## config.mk

```make
export PLATFORM = sky130hd
export DESIGN_NAME = count_mod_n
export DESIGN_NICKNAME = d
export VERILOG_FILES = /design/src/rtl/count_mod_n.sv
export SDC_FILE = /design/constraint.sdc
export NUM_CORES = 1
export LEC_CHECK = 0
export CAP_MARGIN = 10
export CORE_MARGIN = 2
export CORE_UTILIZATION = 40
export DETAILED_ROUTE_END_ITERATION = 10
export GPL_TIMING_DRIVEN = 0
export HOLD_SLACK_MARGIN = 0.05
export PLACE_DENSITY = 0.7
export SYNTH_ARGS = -nofsm -noshare
export SYNTH_HDL_FRONTEND = slang
export SYNTH_SLANG_ARGS = --single-unit
```

## constraint.sdc

```tcl
create_clock -name clk -period 2.9 [get_ports clk]
set_input_delay 0.58 -clock clk [delete_from_list [all_inputs] [get_ports clk]]
set_output_delay 0.58 -clock clk [all_outputs]
set_load 0.03 [all_outputs]
```

## src/rtl/count_mod_n.sv

```systemverilog
// Purpose: parametrised N-bit modulo counter with up/down, clear/load, enable and wrap/saturate/one-shot end modes.
// Latency: count updates on the enabling edge; wrap/T/busy are registered and reflect the step one cycle later.
// Backpressure: none; en is the only throttle, and a finished one-shot ignores en until clr/load/rst.
module count_mod_n #(
  parameter int WIDTH   = 8,
  parameter int MODULUS = 256,
  parameter int MODE    = 0
) (
  input  logic             clk,
  input  logic             rst,
  input  logic             en,
  input  logic             up,
  input  logic             clr,
  input  logic             load,
  input  logic [WIDTH-1:0] load_val,
  output logic [WIDTH-1:0] count,
  output logic             tc,
  output logic             wrap,
  output logic             T,
  output logic             busy
);

  typedef enum logic {RUN, DONE} state_t;

  // Highest legal count; MODULUS may equal 2**WIDTH, so MODULUS-1 always fits.
  localparam logic [WIDTH-1:0] LAST = WIDTH'(MODULUS - 1);

  logic [WIDTH-1:0] end_val;
  logic             at_end;
  logic             held;    // saturate mode: end-of-range already reported
  logic             busy_q;
  state_t           state;

  // End of range depends on the current direction, so tc follows up without a clock.
  always_comb begin
    end_val = up ? LAST : '0;
    at_end  = (count == end_val);
  end

  assign tc   = at_end;
  assign busy = (MODE == 2) ? busy_q : 1'b1;

  // Counter, pulse/toggle outputs and one-shot state, in rst > clr > load > en priority.
  always_ff @(posedge clk or posedge rst) begin
    if (rst) begin
      count  <= '0;
      wrap   <= 1'b0;
      T      <= 1'b0;
      held   <= 1'b0;
      busy_q <= 1'b1;
      state  <= RUN;
    end else if (clr) begin
      count  <= '0;
      wrap   <= 1'b0;
      held   <= 1'b0;
      busy_q <= 1'b1;
      state  <= RUN;
    end else if (load) begin
      // Out-of-range load values clamp to the top of the range.
      count  <= (load_val > LAST) ? LAST : load_val;
      wrap   <= 1'b0;
      held   <= 1'b0;
      busy_q <= 1'b1;
      state  <= RUN;
    end else if (state == DONE || !en) begin
      wrap <= 1'b0;
    end else if (!at_end) begin
      // Not at end, so neither +1 past LAST nor -1 below 0 can occur.
      count <= up ? count + 1'b1 : count - 1'b1;
      wrap  <= 1'b0;
      held  <= 1'b0;
    end else begin
      case (MODE)
        1: begin
          // Saturate: report reaching the end once, then sit quietly.
          if (!held) begin
            wrap <= 1'b1;
            T    <= ~T;
            held <= 1'b1;
          end else begin
            wrap <= 1'b0;
          end
        end
        2: begin
          wrap   <= 1'b1;
          T      <= ~T;
          busy_q <= 1'b0;
          state  <= DONE;
        end
        default: begin
          count <= up ? '0 : LAST;
          wrap  <= 1'b1;
          T     <= ~T;
        end
      endcase
    end
  end

endmodule

```

==> results of run 1 <==
## kinds of logic after synthesis
family / after synthesis
AOI/OAI and AO/OA: 31
xor gates and xnor gates: 4
adders and majority gates: 7
buffers and inverters: 13
DFF: 10
muxes: 1
other: 1
and+or+nand+nor: 37
## power by group
part | switching (W) | leakage, nW | internal (W)
Combinational | 0.0000981 | 0.366 | 0.0000873
Sequential | 0.0000146 | 0.132 | 0.000149
Clock | 0.0000475 | 0.0210 | 0.0000762
## routing by layer
metal | GRT usage, % | vias to the layer above | wire (um)
met3 | 5.95 | 2 | 110
li1 | - | 423 | -
met4 | 5.09 | 0 | 8
met1 | 23.3 | 390 | 960
met5 | 0 | - | 0
met2 | 30.7 | 22 | 1040
## metrics by stage
stage	total power (W)	cells	hold WS, ns	setup WS, ns	TNS [ns]
floorplan	0.000279	104	0.420	0.516	0
global placement	0.000335	153	0.459	-0.838	-1.49
detailed placement	0.000338	153	0.471	-0.856	-1.64
CTS	0.000466	157	0.483	0.0263	0
global route	0.000512	157	0.495	0.0348	0
finish	0.000473	157	0.481	0.113	0
## how the worst max path moves through the flow
| stage | from | to | slack (ns) | cells after the start |
|---|---|---|---|---|
| floorplan | up | count[7] | 0.52 | 8 |
| global placement | up | tc | -0.84 | 7 |
| detailed placement | up | tc | -0.86 | 7 |
| CTS | up | tc | 0.03 | 7 |
| global route | up | tc | 0.03 | 7 |
| finish | up | tc | 0.11 | 7 |
## cell type report
class	count	area (um^2)	share of cell area, %
buffer	5	22.5	1.87
clock buffer	4	36.3	3.02
inverter	8	32.5	2.71
multi-input combinational	81	604	50.3
sequential	10	250	20.8
tap	27	33.8	2.81
timing repair buffer	22	223	18.5
## placed cells by master (no fill, tap or decap), drive strengths merged, types with 2 or more instances in the layout
cell type	count
a211oi	2
a21o	2
a21oi	12
a221oi	2
a31oi	3
and3	2
buf	2
clkbuf	7
clkdlybuf4s15	2
clkdlybuf4s50	20
dfrtp	10
ha	6
inv	8
nand2	6
nand2b	3
nor2	17
nor3	2
o21ai	2
or2	2
xnor2	2
xor2	2
## state kept, by name (all words and copies together) (netlist names)
register  cells
count         8
T             1
wrap          1
## synth_stat cells (all sizes together), types with 2 or more instances
cell type	count
nor2	17
a21oi	12
dfrtp	10
inv	8
ha	6
nand2	6
a31oi	3
clkbuf	3
nand2b	3
a211oi	2
a21o	2
a221oi	2
and3	2
buf	2
nor3	2
o21ai	2
or2	2
xnor2	2
xor2	2
## worst max-delay path, stage by stage
cell and delay (ns):
clkdlybuf4s15_2 0.27, inv_4 0.12, ha_4 0.30, and4_2 0.28
o2111ai_4 0.21, inv_2 0.14, clkdlybuf4s15_2 0.30
==> flow_metrics.tcl, run 1 <==
set metrics [dict create \
    gp_congestion 0.845 \
    synthMuxAreaShare_pct 1.17 \
    yosys.area_share.simple_pct 21.6 \
    clk_path_buf_depth 2 \
    cts_root_buffer "clkbuf_4" \
    status "finished clean" \
    post_drt_wl_per_cell_um 13.5 \
    skew_ns 0.000156 \
    initial_utilization_pct 43.2 \
    r2r_start "count[0]" \
    synth_nets 125 \
    peakVddDrop_v 0.000319 \
    hold_viol 0 \
    worstReg2RegEnd "count[6]" \
    first_iter_violations 12 \
    grt_pass1_wl_um 3520 \
    postLayoutCellArea_mm2 0.00120 \
    core_area_mm2 0.00198 \
    fin_crit_sh_pct 96.1 \
    postPlaceCellArea_mm2 0.00111 \
    dp_hpwl_um 1640 \
    synth_area_um2 856 \
    synth_edf_count 0 \
    fmax_ghz 0.359 \
    cap_violations 0 \
    syn_avg_cell_area_um2 8.23 \
    ys_seq_area_share_pct 29.2 \
    synth_xor_area_share_pct 4.09 \
    cts-buffers-inserted 3 \
    clkSinkCount 10 \
    synth_cell_type_count 40 \
    min_from "T" \
    rsz0062_at_grt "no" \
    wl_um 2110 \
    synth_top_family_by_area "compound AO/OA/AOI/OAI gates" \
    worstSetupPathType "in2out" \
    syn-instance-count 104 \
    synth_area_leader_cell "dfrtp_1" \
    cts_tree "yes" \
    min_path_cells 1 \
    grt_antenna_before_repair 0 \
    synth_adder_area_share_pct 11.1 \
    io_pins 26 \
    post_cts_buffers 0 \
    drive_gt1_share_pct 15.4 \
    syn_to_final_growth_pct 40.5 \
    finalSetupViolCount 0 \
    drt_first_pass_iters 4 \
    yosys-top-cells-area "dfrtp_1 29%, ha_1 8.8%, nor2_1 7.5%, a21oi_1 7.0%, inv_1 3.1%" \
    cts_hold_buf 0 \
    clk_pin_slew_ns 0.06 \
    slew_viol_final 0 \
    diodes 0 \
    htreeDepth 1 \
    ff2ff_setup_slack_ns 0.84 \
    cp-end-kind "output port" \
    synth-compound-area-share_pct 26.2 \
    arrival_ns 2.21 \
    ant_nets 0 \
    synth_seq_cells 10 \
    holdPathEnd "T" \
    dieArea_mm2 0.00253 \
    vias 837 \
    start_kind "primary input" \
    synth_top_area_share_pct 29.2 \
    track_usage_pct 18.6 \
    utilization_pct 60.7 \
    reg2regPathDepth 7 \
    clock_latency_ns 0.26 \
    cp_max_fo 10 \
    nFillCells 170 \
    yosys_warnings 0 \
    fin_nets 152 \
    layout_min_cycle_time_ns 2.79 \
    drc_errors 0 \
    die_x_um 50.3 \
    via_per_inst 5.33 \
    grt_max_degree 11 \
    critPathRequiredTime_ns 2.32 \
    io_buffers 22 \
    p_per_area_mw_per_mm2 394 \
    die_y_um 50.3 \
    cts_resized 8 \
    ys.flop_type "dfrtp_1" \
    leakage_nw 0.519 \
    num_rows 16 \
    synthArstFlopShare_pct 100 \
    hp-class "reg2reg" \
    grt_overflow 0 \
    grt_pass1_vias 805 \
]
No activity file was read; power rests on OpenSTA's default activity.
==> run 2, diff against run 1 <==
- ABC_AREA: default -> 1
- PLACE_DENSITY: 0.7 -> 0.68
==> run 2 against run 1 <==
Compared with the run above:
- synthesized cell count increased by 39%
- worst setup slack worse by 0.028 ns
- register-to-register slack gained 0.32 ns
- clock-buffer cell count is the same
- die area increased by 15%
- clock power is 5% higher
- flip-flop and latch count unchanged
- critical path depth up 4
- core utilization decreased by 4.2 points
- non-clock buffer count grew 1
- design area is 13% higher
- cell count rose by 31%
- critical path type unchanged
==> flow_metrics.tcl, run 2 <==
set metrics [dict create \
    status "finished clean" \
    synth_adder_area_share_pct 9.58 \
    rsz0062_at_grt "no" \
    yosysMostFrequentCell "nand2_1" \
    synth_seq_cells 10 \
    htreeDepth 1 \
    hold_viol 0 \
    top_register "count" \
    crit_top_cell "nor2_4" \
    whs_ns 0.474 \
    fin_ws_ns 0.0845 \
    crit_family "buffers and inverters" \
    dieArea_mm2 0.00289 \
    cpPeakStageDelay_ns 0.30 \
    drt_first_pass_iters 4 \
    finalSetupViolCount 0 \
    num_rows 18 \
    wl_um 2200 \
    worstSetupPathType "in2out" \
    synth_nets 166 \
    gp_congestion 0.892 \
    critPathBufInv 6 \
    leakage_nw 0.705 \
    grt_overflow 0 \
    mostFrequentLayoutCells "49 x nand2_1, 25 x inv_1, 22 x clkdlybuf4s50_1" \
    vias 945 \
    nFillCells 228 \
    diodes 0 \
    initial_utilization_pct 41.2 \
    core_area_mm2 0.00241 \
    hp-class "reg2reg" \
    p_per_area_mw_per_mm2 408 \
    cts_tree "yes" \
    cts-buffers-inserted 3 \
    slew_viol_final 0 \
    die_x_um 53.8 \
    synth_area_leader_cell "dfrtp_1" \
    max_slew_margin_pct 59.1 \
    path_cells "clkbuf_4 -> clkinvlp_4 -> buf_4 -> ha_4 -> nand2_2 -> nor2_4 -> inv_2 -> nor2_4 -> nand2_8 -> inv_4 -> clkdlybuf4s15_2" \
    start_kind "primary input" \
    synth_area_um2 992 \
    die_y_um 53.8 \
    cp-end-kind "output port" \
    top_regs "count (8), T (1), wrap (1)" \
    ys.flop_type "dfrtp_1" \
    dp_hpwl_um 1730 \
    grt_pass1_vias 833 \
    slowest_stage "ha_4" \
    critPathRequiredTime_ns 2.32 \
    post_drt_wl_per_cell_um 10.7 \
    cp_max_fo 8 \
    cts_root_buffer "clkbuf_4" \
    peakVddDrop_v 0.000262 \
    synth_cell_type_count 29 \
    first_iter_violations 6 \
    fin_crit_sh_pct 97.1 \
    clkSinkCount 10 \
    setup_tns_ns 0 \
    synth.cells.most_frequent "49 x nand2_1, 26 x inv_1, 10 x dfrtp_1" \
    worst_pin_slew_ns 0.611 \
    synth_edf_count 0 \
    io_pins 26 \
    synthMuxAreaShare_pct 0 \
    synth_xor_area_share_pct 6.05 \
    skew_ns 0.00370 \
    syn-instance-count 145 \
    track_usage_pct 18.0 \
    layout_commonest_cell "nand2_1" \
    via_per_inst 4.61 \
    ant_nets 0 \
    yosys-top-cells-area "dfrtp_1 25%, nand2_1 19%, inv_1 9.8%, ha_1 7.6%, nor2_4 4.5%" \
    clk_pin_slew_ns 0.07 \
    fin_nets 197 \
    synth-compound-area-share_pct 8.58 \
    syn_to_final_growth_pct 37.2 \
    grt_antenna_before_repair 0 \
    yosys.area_share.simple_pct 38.2 \
    yosys_warnings 0 \
    dpl_worst_slack_ns -0.850 \
    arrival_ns 2.24 \
    synth_top_family_by_area "simple AND/OR/NAND/NOR gates" \
    clock_latency_ns 0.27 \
    synth_top_area_share_pct 25.2 \
    grt_max_degree 11 \
    grt_pass1_wl_um 3660 \
    drc_errors 0 \
    fmax_ghz 0.355 \
    ys_seq_area_share_pct 25.2 \
    drive_gt1_share_pct 16.6 \
    largest_reg_flops 8 \
    clk_path_buf_depth 2 \
    cap_violations 0 \
    io_buffers 24 \
    synthArstFlopShare_pct 100 \
    syn_avg_cell_area_um2 6.84 \
    layout_min_cycle_time_ns 2.82 \
]
run 2: path summary, 6_finish.rpt:
kind	slack [ns]	cells after the start	start	endpoint
min in group asynchronous	0.59	2	rst	count[3]
max in group asynchronous	2.02	2	rst	count[2]
max reg2reg	1.16	10	count[2]	count[4]
min	0.47	1	T	T
max	0.08	11	up	tc
min reg2reg	0.47	1	T	T
run 2: cells by family after synthesis:
kind of cell               after synthesis
xor gates and xnor gates                 6
other                                    1
adders and majority gates                7
DFF                                     10
AOI/OAI and AO/OA                       16
buffers and inverters                   30
and+or+nand+nor                         75
run 2: cell type report:
cell class | count | area (um^2) | area share, %
flip-flops and latches | 10 | 250 | 18.4
multi-input cells | 105 | 661 | 48.5
inverters | 28 | 111 | 8.18
repair buffers | 26 | 254 | 18.7
clock buffers | 4 | 36.3 | 2.67
well taps | 30 | 37.5 | 2.76
plain buffers | 2 | 11.3 | 0.827
run 2: per-layer routing:
layer / wire length [um] / up-vias / global-route usage (%)
li1: - / 504 / -
met1: 1000 / 419 / 22.5
met2: 1080 / 17 / 29.5
met3: 74 / 5 / 2.22
met4: 49 / 0 / 10.3
met5: 0 / - / 0
run 2: repair_timing:
action,in CTS,in global routing
buffers inserted,2,0
setup endpoints to repair,1,1
hold buffers,0,0
hold endpoints to repair,0,0
resized for setup,12,1
run 2: stage by stage:
| stage | instance area (um^2) | utilization [%] | std cells | total power [W] |
|---|---|---|---|---|
| 3_3_place_gp | 1270 | 52.7 | 199 | 0.000410 |
| 3_5_place_dp | 1270 | 52.7 | 199 | 0.000413 |
| 5_1_grt | 1360 | 56.5 | 205 | 0.000599 |
| 4_1_cts | 1360 | 56.4 | 205 | 0.000560 |
| 6_report | 1360 | 56.5 | 205 | 0.000555 |
| 2_1_floorplan | 992 | - | 145 | 0.000340 |
run 2: report_power, final:
| group | internal [W] | switching [W] |
|---|---|---|
| Clock | 0.0000764 | 0.0000534 |
| Combinational | 0.000114 | 0.000144 |
| Sequential | 0.000152 | 0.0000157 |
| Total | 0.000342 | 0.000213 |
==> variant (config.mk and constraints of run 2) <==
`WIDTH`: 8 -> 9.
--- a/src/rtl/count_mod_n.sv
+++ b/src/rtl/count_mod_n.sv
@@ -2,7 +2,7 @@
 // Latency: count updates on the enabling edge; wrap/T/busy are registered and reflect the step one cycle later.
 // Backpressure: none; en is the only throttle, and a finished one-shot ignores en until clr/load/rst.
 module count_mod_n #(
-  parameter int WIDTH   = 8,
+  parameter int WIDTH   = 9,
   parameter int MODULUS = 256,
   parameter int MODE    = 0
 ) (
Interface: changed (resized count and load_val); port bits go from 26 to 28. The function was not compared with the original's and may differ.
==> variant against run 2 <==
- sequential cell count grew 1
- sequential share of layout area increased by 0.93 points
- worst hold slack worse by 1.1 ps
- area after synthesis grew 2.4%
- final area is 4.7% higher
- via count increased by 11%
- maximum frequency grew 2.6%
- worst setup slack improved by 72 ps
- global-route usage is 2.0 points higher
- clock power decreased by 20%
- wire length increased by 19%
- power up 16%
- largest cell class unchanged
- highest routed layer unchanged
==> variant: results (changes against run 2) <==
clock tree buffer depth=2 (unchanged); share of synthesized area occupied by flip-flops and latches=0.271 (+0.0187); total length of routed met2 wires=1.26 mm (+17%); Crit path max-delay family=simple AND/OR/NAND/NOR gates; Worst Tran Pin Value=579 ps (-32.2 ps); crit path DAT=2160 ps (-80 ps); area share of fa/ha/maj cells after synthesis=0.106 (+0.0101); synthesis warning total=0 (unchanged); r2r startpoint=count[0]$_DFFE_PP0P_; met3 WL=71 um (-4.1%); number of DRC markers after the initial detailed-route iteration=20 (+14); Routed WL per cell=12.1 um (+13%); top fanout value on the critical path=7 (-1); start point of the critical path=up; non-filler instance count after layout=217 (+5.9%); compound-cell area share of the yosys netlist=0.0739 (-0.0119); vias per cell=4.82 (+4.6%); Post-Synth XOR/XNOR Area=0.0431 (-0.0174); CTS clk-pin slew, worst paths=70 ps (about the same); post-placement worst setup slack=-855 ps (-4.30 ps); share of post-route cells with drive strength above 1=0.112 (-0.0534); Synth top cells by count=nand2_1 (56), inv_1 (20), nor2_1 (18); syn avg cell area=6.51 um^2 (-4.8%); met1 wire length=1.28 mm (+28%); area grow syn2layout=40.3%; pin count of the biggest net entering global routing=12 (+1); ANT nets after route=0 (unchanged); combinational family with the most area after synthesis=simple AND/OR/NAND/NOR gates; number of port buffers=26 (+8.3%); largest registers=count: 9 flops, T: 1 flops, wrap: 1 flops; first-pass GRT wire length=4.32 mm (+18%); instance area after placement=1310 um^2 (+3.4%); detailed-placement wirelength estimate=2.08 mm (+20%); number of different library cells in the post-synthesis netlist=20 (-31%); post-route clock skew=1.98 ps (-1.72 ps); number of global-route vias before repair=1010 (+21%); routability congestion estimate=0.879 (-1.5%); worst-case vdd ir drop=0.338 mV (+29%); Synth Net Count=179 (+7.8%); total of fill cells in the finished design=239 (+4.8%); result of the run=complete, no violations; combined global-route utilization of all metal layers=0.199 (+0.0198); total leakage power=0.744 nW (+5.6%); Area contributors post-synth=dfrtp_1 (27%), nand2_1 (21%), ha_1 (8.6%), inv_1 (7.4%), nor2_1 (6.7%)
## variant: changes by cell type after synthesis, moves of 2 or more
cell | run 2 | this run
nor2_1 | 7 | 18
nand3_1 | 4 | 12
nand2_1 | 49 | 56
inv_1 | 26 | 20
nor2_4 | 4 | 0
nand3_2 | 4 | 1
nand4_1 | 1 | 3
nor3_4 | 0 | 2
o21ai_1 | 2 | 0
## variant: final timing paths
path                            depth (start not counted)  slack [ps]                    to
worst max-delay path                                    8         160                    tc
worst min-delay path                                    1         470         T$_DFFE_PP0P_
worst max register to register                         12         960  count[4]$_DFFE_PP0P_
worst min register to register                          1         470         T$_DFFE_PP0P_
max in group asynchronous                               2        2000  count[1]$_DFFE_PP0P_
min in group asynchronous                               2         610  count[6]$_DFFE_PP0P_
## variant: power breakdown
| part | total, mW | internal, mW | switching (mW) |
|---|---|---|---|
| sequential | 0.195 | 0.171 | 0.0238 |
| combinational | 0.345 | 0.145 | 0.200 |
| clock | 0.104 | 0.0531 | 0.0504 |
| total | 0.643 | 0.369 | 0.274 |
## variant: area by class of cell
type / instances / area share
repair buffers: 27 / 0.185
clock buffers: 4 / 0.0184
flip-flops and latches: 11 / 0.193
inverters: 22 / 0.0597
well taps: 30 / 0.0263
multi-input cells: 122 / 0.512
plain buffers: 1 / 0.00527
## variant: metal layers
| layer | up-vias | GRT usage |
|---|---|---|
| met3 | 2 | 0.0137 |
| met4 | 0 | 0.0500 |
| li1 | 557 | - |
| met5 | - | 0 |
| met1 | 470 | 0.272 |
| met2 | 17 | 0.341 |
## variant: kinds of logic after synthesis
group | count (synthesis)
compound gates | 14
flops | 11
simple gates | 94
other cells | 1
fa+ha+maj | 8
buf+inv | 23
xor+xnor | 5
## variant: what timing repair did
item | in CTS | in global routing
gates cloned | 0 | 0
endpoints found under the setup margin | 1 | 1
gates resized for setup | 13 | 6
hold endpoints to repair | 0 | 0
buffers inserted | 0 | 1
pin swaps | 1 | 2
## variant: worst register-to-register path, cell delays in order, from the launching register on
cell,delay (ps)
dfrtp_1,440
inv_1,130
fa_1,440
inv_1,90
nand2_1,60
nand2_1,100
nand2_1,90
xor2_1,210
nand2_1,70
nand2_1,60
nand2_1,50
nand2_1,60
nand2_1,40
